===== src/rtl/gpio_in_conditioner_if.sv =====
// Pin-side bus of gpio_in_conditioner: raw levels in, debounced levels, edge pulses and sticky events out.
// The IRQ signals exist only when GPIO_IN_CONDITIONER_IRQ_EN is defined.
interface gpio_in_conditioner_if #(
  parameter int NumInputs = 3
);
  logic [NumInputs-1:0] raw_i;
  logic [NumInputs-1:0] stable_o;
  logic [NumInputs-1:0] rise_o;
  logic [NumInputs-1:0] fall_o;
  logic [NumInputs-1:0] event_o;
  logic [NumInputs-1:0] event_clr_i;
`ifdef GPIO_IN_CONDITIONER_IRQ_EN
  logic [NumInputs-1:0] irq_mask_i;
  logic                 irq_o;

  modport master (
    output raw_i, event_clr_i, irq_mask_i,
    input  stable_o, rise_o, fall_o, event_o, irq_o
  );
  modport slave (
    input  raw_i, event_clr_i, irq_mask_i,
    output stable_o, rise_o, fall_o, event_o, irq_o
  );
`else
  modport master (
    output raw_i, event_clr_i,
    input  stable_o, rise_o, fall_o, event_o
  );
  modport slave (
    input  raw_i, event_clr_i,
    output stable_o, rise_o, fall_o, event_o
  );
`endif
endinterface


===== src/rtl/gpio_in_conditioner.sv =====
// Push-button input conditioner: 2-flop sync, per-channel debounce, rise/fall pulses, sticky events.
// Optional masked interrupt output when GPIO_IN_CONDITIONER_IRQ_EN is defined.
module gpio_in_conditioner #(
  parameter int NumInputs      = 3,
  parameter int DebounceCycles = 60000,
  parameter bit InvertInputs   = 1'b0
) (
  input logic                  clk_i,
  input logic                  rst_i,
  gpio_in_conditioner_if.slave bus
);
  localparam int              CntW     = $clog2(DebounceCycles + 1);
  localparam logic [CntW-1:0] Terminal = CntW'(DebounceCycles - 1);

  logic [NumInputs-1:0] pin;
  logic [NumInputs-1:0] sync_q1, sync_q2;
  logic [NumInputs-1:0] stable_q, rise_q, fall_q, event_q;
  logic [NumInputs-1:0] stable_d, rise_d, fall_d, event_d;
  logic [CntW-1:0]      cnt_q [NumInputs];
  logic [CntW-1:0]      cnt_d [NumInputs];

  assign pin = bus.raw_i ^ {NumInputs{InvertInputs}};

  always_comb begin
    // NOTE: every comb output gets a default before any branch, so no latch can be inferred.
    stable_d = stable_q;
    rise_d   = '0;
    fall_d   = '0;
    for (int i = 0; i < NumInputs; i++) begin
      cnt_d[i] = '0;
      if (sync_q2[i] != stable_q[i]) begin
        if (cnt_q[i] == Terminal) begin
          stable_d[i] = sync_q2[i];
          rise_d[i]   = sync_q2[i];
          fall_d[i]   = ~sync_q2[i];
        end else begin
          cnt_d[i] = cnt_q[i] + CntW'(1);
        end
      end
    end
    // A new edge outranks a clear arriving on the same cycle.
    event_d = (event_q & ~bus.event_clr_i) | rise_d | fall_d;
  end

  // NOTE: sequential state uses non-blocking assignments only; the counter array is small
  // per-channel state, not a RAM, so it is reset along with everything else.
  always_ff @(posedge clk_i) begin
    if (rst_i) begin
      sync_q1  <= '0;
      sync_q2  <= '0;
      stable_q <= '0;
      rise_q   <= '0;
      fall_q   <= '0;
      event_q  <= '0;
      for (int i = 0; i < NumInputs; i++) cnt_q[i] <= '0;
    end else begin
      sync_q1  <= pin;
      sync_q2  <= sync_q1;
      stable_q <= stable_d;
      rise_q   <= rise_d;
      fall_q   <= fall_d;
      event_q  <= event_d;
      for (int i = 0; i < NumInputs; i++) cnt_q[i] <= cnt_d[i];
    end
  end

  assign bus.stable_o = stable_q;
  assign bus.rise_o   = rise_q;
  assign bus.fall_o   = fall_q;
  assign bus.event_o  = event_q;

`ifdef GPIO_IN_CONDITIONER_IRQ_EN
  logic irq_q;

  // Built from event_d so the interrupt lines up with the event bit it reports.
  always_ff @(posedge clk_i) begin
    if (rst_i) irq_q <= 1'b0;
    else       irq_q <= |(event_d & bus.irq_mask_i);
  end

  assign bus.irq_o = irq_q;
`endif
endmodule


===== src/flat_wrapper.sv =====
// flat-port wrapper written by rule: the top's interface ports become plain ports
module gpio_in_conditioner_flat 
#(
  parameter int NumInputs      = 3,
  parameter int DebounceCycles = 60000,
  parameter bit InvertInputs   = 1'b0
)
  (clk_i, rst_i, bus_raw_i, bus_event_clr_i, bus_stable_o, bus_rise_o, bus_fall_o, bus_event_o);
  gpio_in_conditioner_if #(.NumInputs(NumInputs)) bus_i ();
  input logic clk_i;
  input logic rst_i;
  input wire logic [$bits(bus_i.raw_i)-1:0] bus_raw_i;
  input wire logic [$bits(bus_i.event_clr_i)-1:0] bus_event_clr_i;
  output wire logic [$bits(bus_i.stable_o)-1:0] bus_stable_o;
  output wire logic [$bits(bus_i.rise_o)-1:0] bus_rise_o;
  output wire logic [$bits(bus_i.fall_o)-1:0] bus_fall_o;
  output wire logic [$bits(bus_i.event_o)-1:0] bus_event_o;
  assign bus_i.raw_i = bus_raw_i;
  assign bus_i.event_clr_i = bus_event_clr_i;
  assign bus_stable_o = bus_i.stable_o;
  assign bus_rise_o = bus_i.rise_o;
  assign bus_fall_o = bus_i.fall_o;
  assign bus_event_o = bus_i.event_o;
  gpio_in_conditioner #(.NumInputs(NumInputs), .DebounceCycles(DebounceCycles), .InvertInputs(InvertInputs)) u_core (.clk_i(clk_i), .rst_i(rst_i), .bus(bus_i));
endmodule

===== config.mk =====
export PLATFORM = sky130hd
export DESIGN_NAME = gpio_in_conditioner_flat
export DESIGN_NICKNAME = d
export VERILOG_FILES = /design/src/rtl/gpio_in_conditioner_if.sv /design/src/rtl/gpio_in_conditioner.sv /design/src/flat_wrapper.sv
export SDC_FILE = /design/constraint.sdc
export NUM_CORES = 1
export LEC_CHECK = 0
export CAP_MARGIN = 20
export CORE_AREA = 5 5 89 91
export DETAILED_ROUTE_END_ITERATION = 10
export DIE_AREA = 0 0 94 96
export GPL_ROUTABILITY_DRIVEN = 0
export PLACE_DENSITY = 0.68
export SYNTH_ARGS = -nofsm -noshare
export SYNTH_HDL_FRONTEND = slang
export SYNTH_SLANG_ARGS = --single-unit

===== constraint.sdc =====
create_clock -name clk_i -period 1.7 [get_ports clk_i]
set_input_delay 0.34 -clock clk_i [delete_from_list [all_inputs] [get_ports clk_i]]
set_output_delay 0.34 -clock clk_i [all_outputs]
set_load 0.05 [all_outputs]

* After elaboration in Yosys (flattened, before gate mapping)
Memory sizes are Yosys's and may differ from the RTL's.
Cells that the tools add are included.
** Storage, ports and cells
- Output and inout port bits :: 12
- Memory bits (writable) :: 48
- Memories kept :: 1
- Input port bits :: 8
- Register bits :: 18
** Operators by class
- Equality and inequality tests :: 6
- Add/subtract/negate cells :: 3
- Mux-type cells :: 24
- Reduce and logical (&&, ||, !) cells :: 3
- Bitwise gates (word level) :: 10
** Memories
- u_core.cnt_q :: depth 3, width 16, rd ports 3, clocked after memory_dff 0, write ports 3, RTL line gpio_in_conditioner.sv:19 : logic [CntW-1:0] cnt_q [NumInputs];
** Operator list (count)
- $mux W16 :: 9
- $add A16 B1 Y16 const B :: 3
- $eq A16 B16 Y1 const B :: 3
- $mux W1 :: 15
- $or A3 B3 Y3 :: 2
- $reduce_and A2 Y1 :: 3
- $and A3 B3 Y3 :: 1
- $ne A1 B1 Y1 :: 3
- $not A1 Y1 :: 3
- $not A3 Y3 :: 1
- $or A1 B1 Y1 :: 3

* Longest topological paths before layout
Gate-level depths: netlist of the first run.
- Depth in word-level cells :: 5
- Mapped depth :: 7
- Mapped depth without buffers :: 5

* Least setup slack after synthesis of the first run
Ideal clock, no wire load.
- Path type :: reg-to-reg
- From :: memory u_core.cnt_q[0][32] in the netlist's numbering
- To :: memory u_core.cnt_q[0][39] in the netlist's numbering
- Library setup time :: 0.117 ns
- Slack :: -0.044 ns
- Stages on the path, launching flop included :: 8
- Arrival :: 1.627 ns
- Cell sequence :: dfxtp_1 ha_1 nand4_1 nor4_2 or2_1 buf_2 buf_2 nor2_1
** RTL lines (RTL line)
- from (decl) :: gpio_in_conditioner.sv:19

==> results of run 1 <==
[where the power goes]
group	total, uW	switching (uW)	internal, uW
Sequential	1560	5.23	1550
Combinational	56.1	25.7	30.4
Clock	1460	596	862
[synthesized netlist by cell type (all sizes together)]
cell / count / area [um^2]
inv: 8 / 30.0
clkbuf: 4 / 15.0
nor4: 14 / 100
xor2: 11 / 96.3
xnor2: 32 / 280
a21oi: 3 / 18.8
nor4b: 3 / 26.3
ha: 3 / 37.5
nand2: 14 / 52.6
or4: 2 / 18.8
nand4bb: 1 / 11.3
nor2b: 8 / 50.1
mux2i: 3 / 30.0
o31ai: 1 / 7.51
nand2b: 6 / 37.5
a22o: 1 / 8.76
or3: 2 / 13.8
or2: 1 / 6.26
or3b: 1 / 8.76
nand4: 17 / 113
nor4bb: 1 / 10.0
and3: 2 / 12.5
and2: 1 / 6.26
nor3b: 2 / 15.0
buf: 4 / 22.5
and4: 3 / 26.3
o21ai: 1 / 5.00
nand3: 16 / 85.1
nand4b: 2 / 17.5
dfxtp: 66 / 1320
nor2: 58 / 218
nor3: 9 / 45.0
[layer usage]
layer	routed length (um)	global-route usage, %
met1	2620	16.6
met2	2620	22.7
met3	157	4.22
met4	72	5.66
met5	0	0
[sequential cells by signal, summed over array words and instances (netlist names)]
name,count
u_core.bus.stable_o,3
u_core.cnt_q,48
u_core.bus.fall_o,3
u_core.sync_q1,3
u_core.bus.event_o,3
u_core.sync_q2,3
u_core.bus.rise_o,3
[what timing repair did]
item	4_1_cts	5_1_grt
resized for setup	1	7
cloned	0	0
pin swaps	0	1
setup buffers	0	0
endpoints found under the setup margin	13	12
[final timing paths]
kind	from	end	slack, ns	cells past startpoint
hold reg to reg	u_core.sync_q1[2]	u_core.sync_q2[2]	0.44	1
hold / removal	u_core.sync_q1[2]	u_core.sync_q2[2]	0.44	1
setup / recovery	u_core.cnt_q[0][21]	u_core.cnt_q[0][31]	0.09	4
setup reg to reg	u_core.cnt_q[0][21]	u_core.cnt_q[0][31]	0.09	4
[cell type report]
cell class	count	area (um^2)	share of cell area, %
Clock inverter	5	77.6	2.21
Inverter	8	30.0	0.856
Sequential cell	66	1330	37.8
Timing Repair Buffer	53	415	11.8
Clock buffer	11	141	4.03
Tap cell	99	124	3.53
Multi-Input combinational cell	218	1400	39.8
[metrics by stage]
step,power (uW),hold WS (ns),util [%],instances
2_1_floorplan,1620,0.414,-,300
3_3_place_gp,1650,0.418,46.2,444
3_5_place_dp,1650,0.429,46.2,444
4_1_cts,3100,0.442,49.3,460
5_1_grt,3200,0.446,49.7,460
6_report,3070,0.435,49.7,460
[cell families (layout without fill, tap and decap cells)]
logic type	Yosys count	in the layout	share of synthesized area, %
mux	3	3	1.09
fa+ha+maj	3	3	1.37
flops	66	66	48.1
buf+inv	16	77	2.46
compound gates	6	6	1.46
xor+xnor	43	43	13.7
simple gates	163	163	31.8
==> flow_summary_export.csv, run 1 <==
group,metric,value,unit
finish,areaGrowthSynthToFinish,27.7,%
logic_synthesis,syn_avg_cell_area,9.15,um^2
grt,grt-ovfl-total,0,
placement,dpl-instance-area,0.00326,mm^2
sta,fin_ws,0.0856,ns
clock_tree,holdBufCountCts,0,
detailed_routing,drt-total-wl,5.47,mm
clock_tree,cts_sinks,66,
finish,fin_nets,367,
worst_hold_path,hp-class,"reg2reg",
finish,mostFrequentLayoutCells,"63 x dfxtp_1, 58 x nor2_1, 46 x buf_4, 32 x xnor2_1, 16 x nand4_1",
power_and_ir_drop,peakVddDrop,0.341,mV
finish,antennaDiodeCount,0,
clock_tree,htreeDepth,3,
finish,fill_cells,679,
worst_setup_path,slowest_delay,0.55,ns
clock_tree,cts_tree,"built",
sta,fin_skew,0.0119,ns
run_status,status,"completed",
clock_tree,numCtsBuffers,9,
sta,finalHoldViolations,0,
worst_setup_path,arrival,1.88,ns
floorplanning,core_area,0.00706,mm^2
power_and_ir_drop,power_density,876,mW/mm^2
clock_tree,cts.clk_slew.worst_paths,0.08,ns
finish,design_area,0.00351,mm^2
detailed_routing,drtPass1Iterations,4,
worst_setup_path,crit_fanout,3,
finish,final_common_cell,"dfxtp_1",
worst_setup_path,cp.required,1.97,ns
logic_synthesis,ys_types,39,
sta,layout_min_cycle_time,1.61,ns
placement,dp_hpwl,3.98,mm
detailed_routing,wl_per_cell,11.9,um
sta,worst_pin_slew,0.353,ns
sta,fin_tns_setup,0,ns
sta,finalSetupViolations,0,
sta,fmax,619,MHz
worst_setup_path,slowest_stage,"or4_4",
finish,drive_gt1_share,21.3,%
logic_synthesis,ys_ff_latch,66,
logic_synthesis,synth_area,0.00275,mm^2
worst_setup_path,path_delay_family,"simple AND/OR/NAND/NOR gates",
floorplanning,fp.dieW,94,um
detailed_routing,ant_nets,0,
worst_setup_path,path_cells,"nand4_2, or4_4, or3_1, a21oi_2",
sta,rsz0062_at_grt,"no",
clock_tree,cts-root-buf,"clkbuf_8",
detailed_routing,vias_per_cell,4.75,
sta,maxSlewViolCount,0,
logic_synthesis,ys_warn_count,0,
grt,grt_pass1_vias,2153,
floorplanning,start_util,38.9,%
logic_synthesis,netlist_instances,300,
worst_setup_path,path_buf_inv,0,
floorplanning,rows,31,
run,drv_cap,0,
detailed_routing,drc_errors,0,
detailed_routing,vias,2186,
floorplanning,die-height,96,um
logic_synthesis,synth-seq-area-share,48.1,%
grt,grt_pass1_wl,9.79,mm
grt,grt.total_usage,13.7,%
clock_tree,cts_max_path_buffers,2,
logic_synthesis,syn-num-nets,311,
placement,io_buffers,19,
worst_setup_path,path_class,"reg2reg",
grt,grt_max_degree,16,
worst_setup_path,worst_setup_path_end_kind,"flip-flop",
clock_tree,clock_latency,0.34,ns
worst_setup_path,critical_path.startpoint_type,"flip-flop",
placement,pre_cts_slack,-0.00344,ns
detailed_routing,drt-initial-drc-count,73,
floorplanning,dieArea,0.00902,mm^2
grt,antenna_found_initial,0,
floorplanning,io_pins,20,
sta,finalCritPeriodShare,95.0,%
sta,relSlewSlack,76.2,%
power_and_ir_drop,p_leak,0.00118,uW
No activity file was read; power rests on OpenSTA's default activity.
==> run 2: changes to the inputs <==
Settings changed: MAX_ROUTING_LAYER set to met4.
==> flow_summary_export.csv, run 2 (synthesis gave the netlist of run 1 again) <==
group,metric,value,unit
clock_tree,clock_latency,0.34,ns
worst_hold_path,whs_endpoint,"u_core.sync_q2[2]",
worst_hold_path,worstHoldStart,"u_core.sync_q1[2]",
floorplanning,core_area,0.00706,mm^2
floorplanning,rows,31,
worst_setup_path,arrival,1.88,ns
sta,finalHoldViolations,0,
sta,rsz0062_at_grt,"no",
clock_tree,cts.clk_slew.worst_paths,0.08,ns
finish,fin_nets,367,
worst_setup_path,timing.rr.end,"u_core.cnt_q[0][31]",
sta,layout_min_cycle_time,1.61,ns
sta,fin_skew,0.0120,ns
sta,worst_pin_slew,0.353,ns
finish,final_common_cell,"dfxtp_1",
clock_tree,cts_sinks,66,
floorplanning,dieArea,0.00902,mm^2
finish,mostFrequentLayoutCells,"63 x dfxtp_1, 58 x nor2_1, 46 x buf_4, 32 x xnor2_1, 16 x nand4_1",
sta,maxSlewViolCount,0,
worst_hold_path,holdPathStages,1,
clock_tree,holdBufCountCts,0,
detailed_routing,drt-total-wl,5.47,mm
detailed_routing,ant_nets,0,
sta,finalCritPeriodShare,95.0,%
detailed_routing,wl_per_cell,11.9,um
sta,relSlewSlack,76.2,%
placement,dpl-instance-area,0.00326,mm^2
worst_setup_path,r2r_cells,4,
worst_setup_path,cp.required,1.97,ns
grt,grt_pass1_wl,9.80,mm
clock_tree,htreeDepth,3,
finish,top_register,"u_core.cnt_q",
finish,antennaDiodeCount,0,
power_and_ir_drop,peakVddDrop,0.341,mV
clock_tree,cts-root-buf,"clkbuf_8",
placement,placedCellCount,444,
grt,grt-ovfl-total,0,
finish,fin_cells,460,
sta,finalSetupViolations,0,
sta,fmax,619,MHz
worst_setup_path,worst_setup_path_end_kind,"flip-flop",
run_status,status,"completed",
placement,dp_hpwl,3.98,mm
floorplanning,die-height,96,um
detailed_routing,drtPass1Iterations,4,
finish,finish.utilization,49.7,%
worst_setup_path,path_class,"reg2reg",
finish,areaGrowthSynthToFinish,27.7,%
floorplanning,io_pins,20,
floorplanning,fp.dieW,94,um
floorplanning,start_util,38.9,%
power_and_ir_drop,power_density,876,mW/mm^2
clock_tree,cts_tree,"built",
clock_tree,cts_max_path_buffers,2,
worst_setup_path,crit_fanout,3,
finish,design_area,0.00351,mm^2
worst_setup_path,reg2reg_slack,0.09,ns
worst_hold_path,hp-class,"reg2reg",
clock_tree,numCtsBuffers,9,
detailed_routing,vias_per_cell,4.74,
worst_setup_path,timing.rr.start,"u_core.cnt_q[0][21]",
worst_setup_path,critical_path.startpoint_type,"flip-flop",
grt,grt.total_usage,14.1,%
detailed_routing,vias,2182,
sta,hold_ws,0.435,ns
detailed_routing,drc_errors,0,
grt,antenna_found_initial,0,
detailed_routing,drt-initial-drc-count,80,
placement,io_buffers,19,
run,drv_cap,0,
finish,drive_gt1_share,21.3,%
power_and_ir_drop,p_leak,0.00118,uW
grt,grt_max_degree,16,
worst_setup_path,crit_start,"u_core.cnt_q[0][21]",
grt,grt_pass1_vias,2157,
finish,largest_register_ffs,48,
-- run 2: cell counts in the layout (fill, tap and decap cells not counted) --
Identical to the previous run, type by type.
-- run 2: worst max-delay path by stage --
stage / endpoint / slack [ns] / depth (start not counted)
2_1_floorplan: u_core.cnt_q[0][46] / 0.008 / 7
3_3_place_gp: u_core.cnt_q[0][47] / 0.07 / 4
3_5_place_dp: u_core.cnt_q[0][38] / -0.003 / 4
4_1_cts: u_core.cnt_q[0][31] / 0.03 / 4
5_1_grt: u_core.cnt_q[0][44] / 0.01 / 4
6_report: u_core.cnt_q[0][31] / 0.09 / 4
-- run 2: worst max-delay path, cell delays in order (launching register included) --
cell and delay [ns]:
dfxtp_1 0.36, nand4_2 0.13, or4_4 0.55, or3_1 0.38, a21oi_2 0.13
-- run 2: what timing repair did --
action	CTS	global route
resized for setup	1	7
pin swaps	0	1
setup endpoints to repair	13	12
setup buffers	0	0
-- run 2: area by class of cell --
class	instances	area (um^2)
Clock buffer	11	141
Clock inverter	5	77.6
Fill cell	679	3550
Inverter	8	30.0
Multi-Input combinational cell	218	1400
Sequential cell	66	1330
Tap cell	99	124
Timing Repair Buffer	53	415
-- run 2: report_power, final --
part           total [uW]  switching (uW)  leakage (uW)  internal (uW)
combinational        56.1            25.7      0.000538           30.4
clock                1460             597      0.000109            862
sequential           1560            5.20      0.000534           1550
-- run 2: layer usage --
metal  vias up  wire length [um]  global-route usage (%)
li1       1143                 -                       -
met1      1011              2630                    16.5
met2        20              2600                    22.8
met3         8               163                    4.22
met4         0                72                    5.66
met5         -                 0                       -
-- run 2: through the flow --
stage                     TNS [ns]  setup WS (ns)  power, uW
after CTS                        0         0.0294       3100
after floorplan                  0        0.00779       1620
after detailed placement  -0.00344       -0.00344       1650
final                            0         0.0856       3070
after global placement           0         0.0691       1650
after global routing             0         0.0123       3200
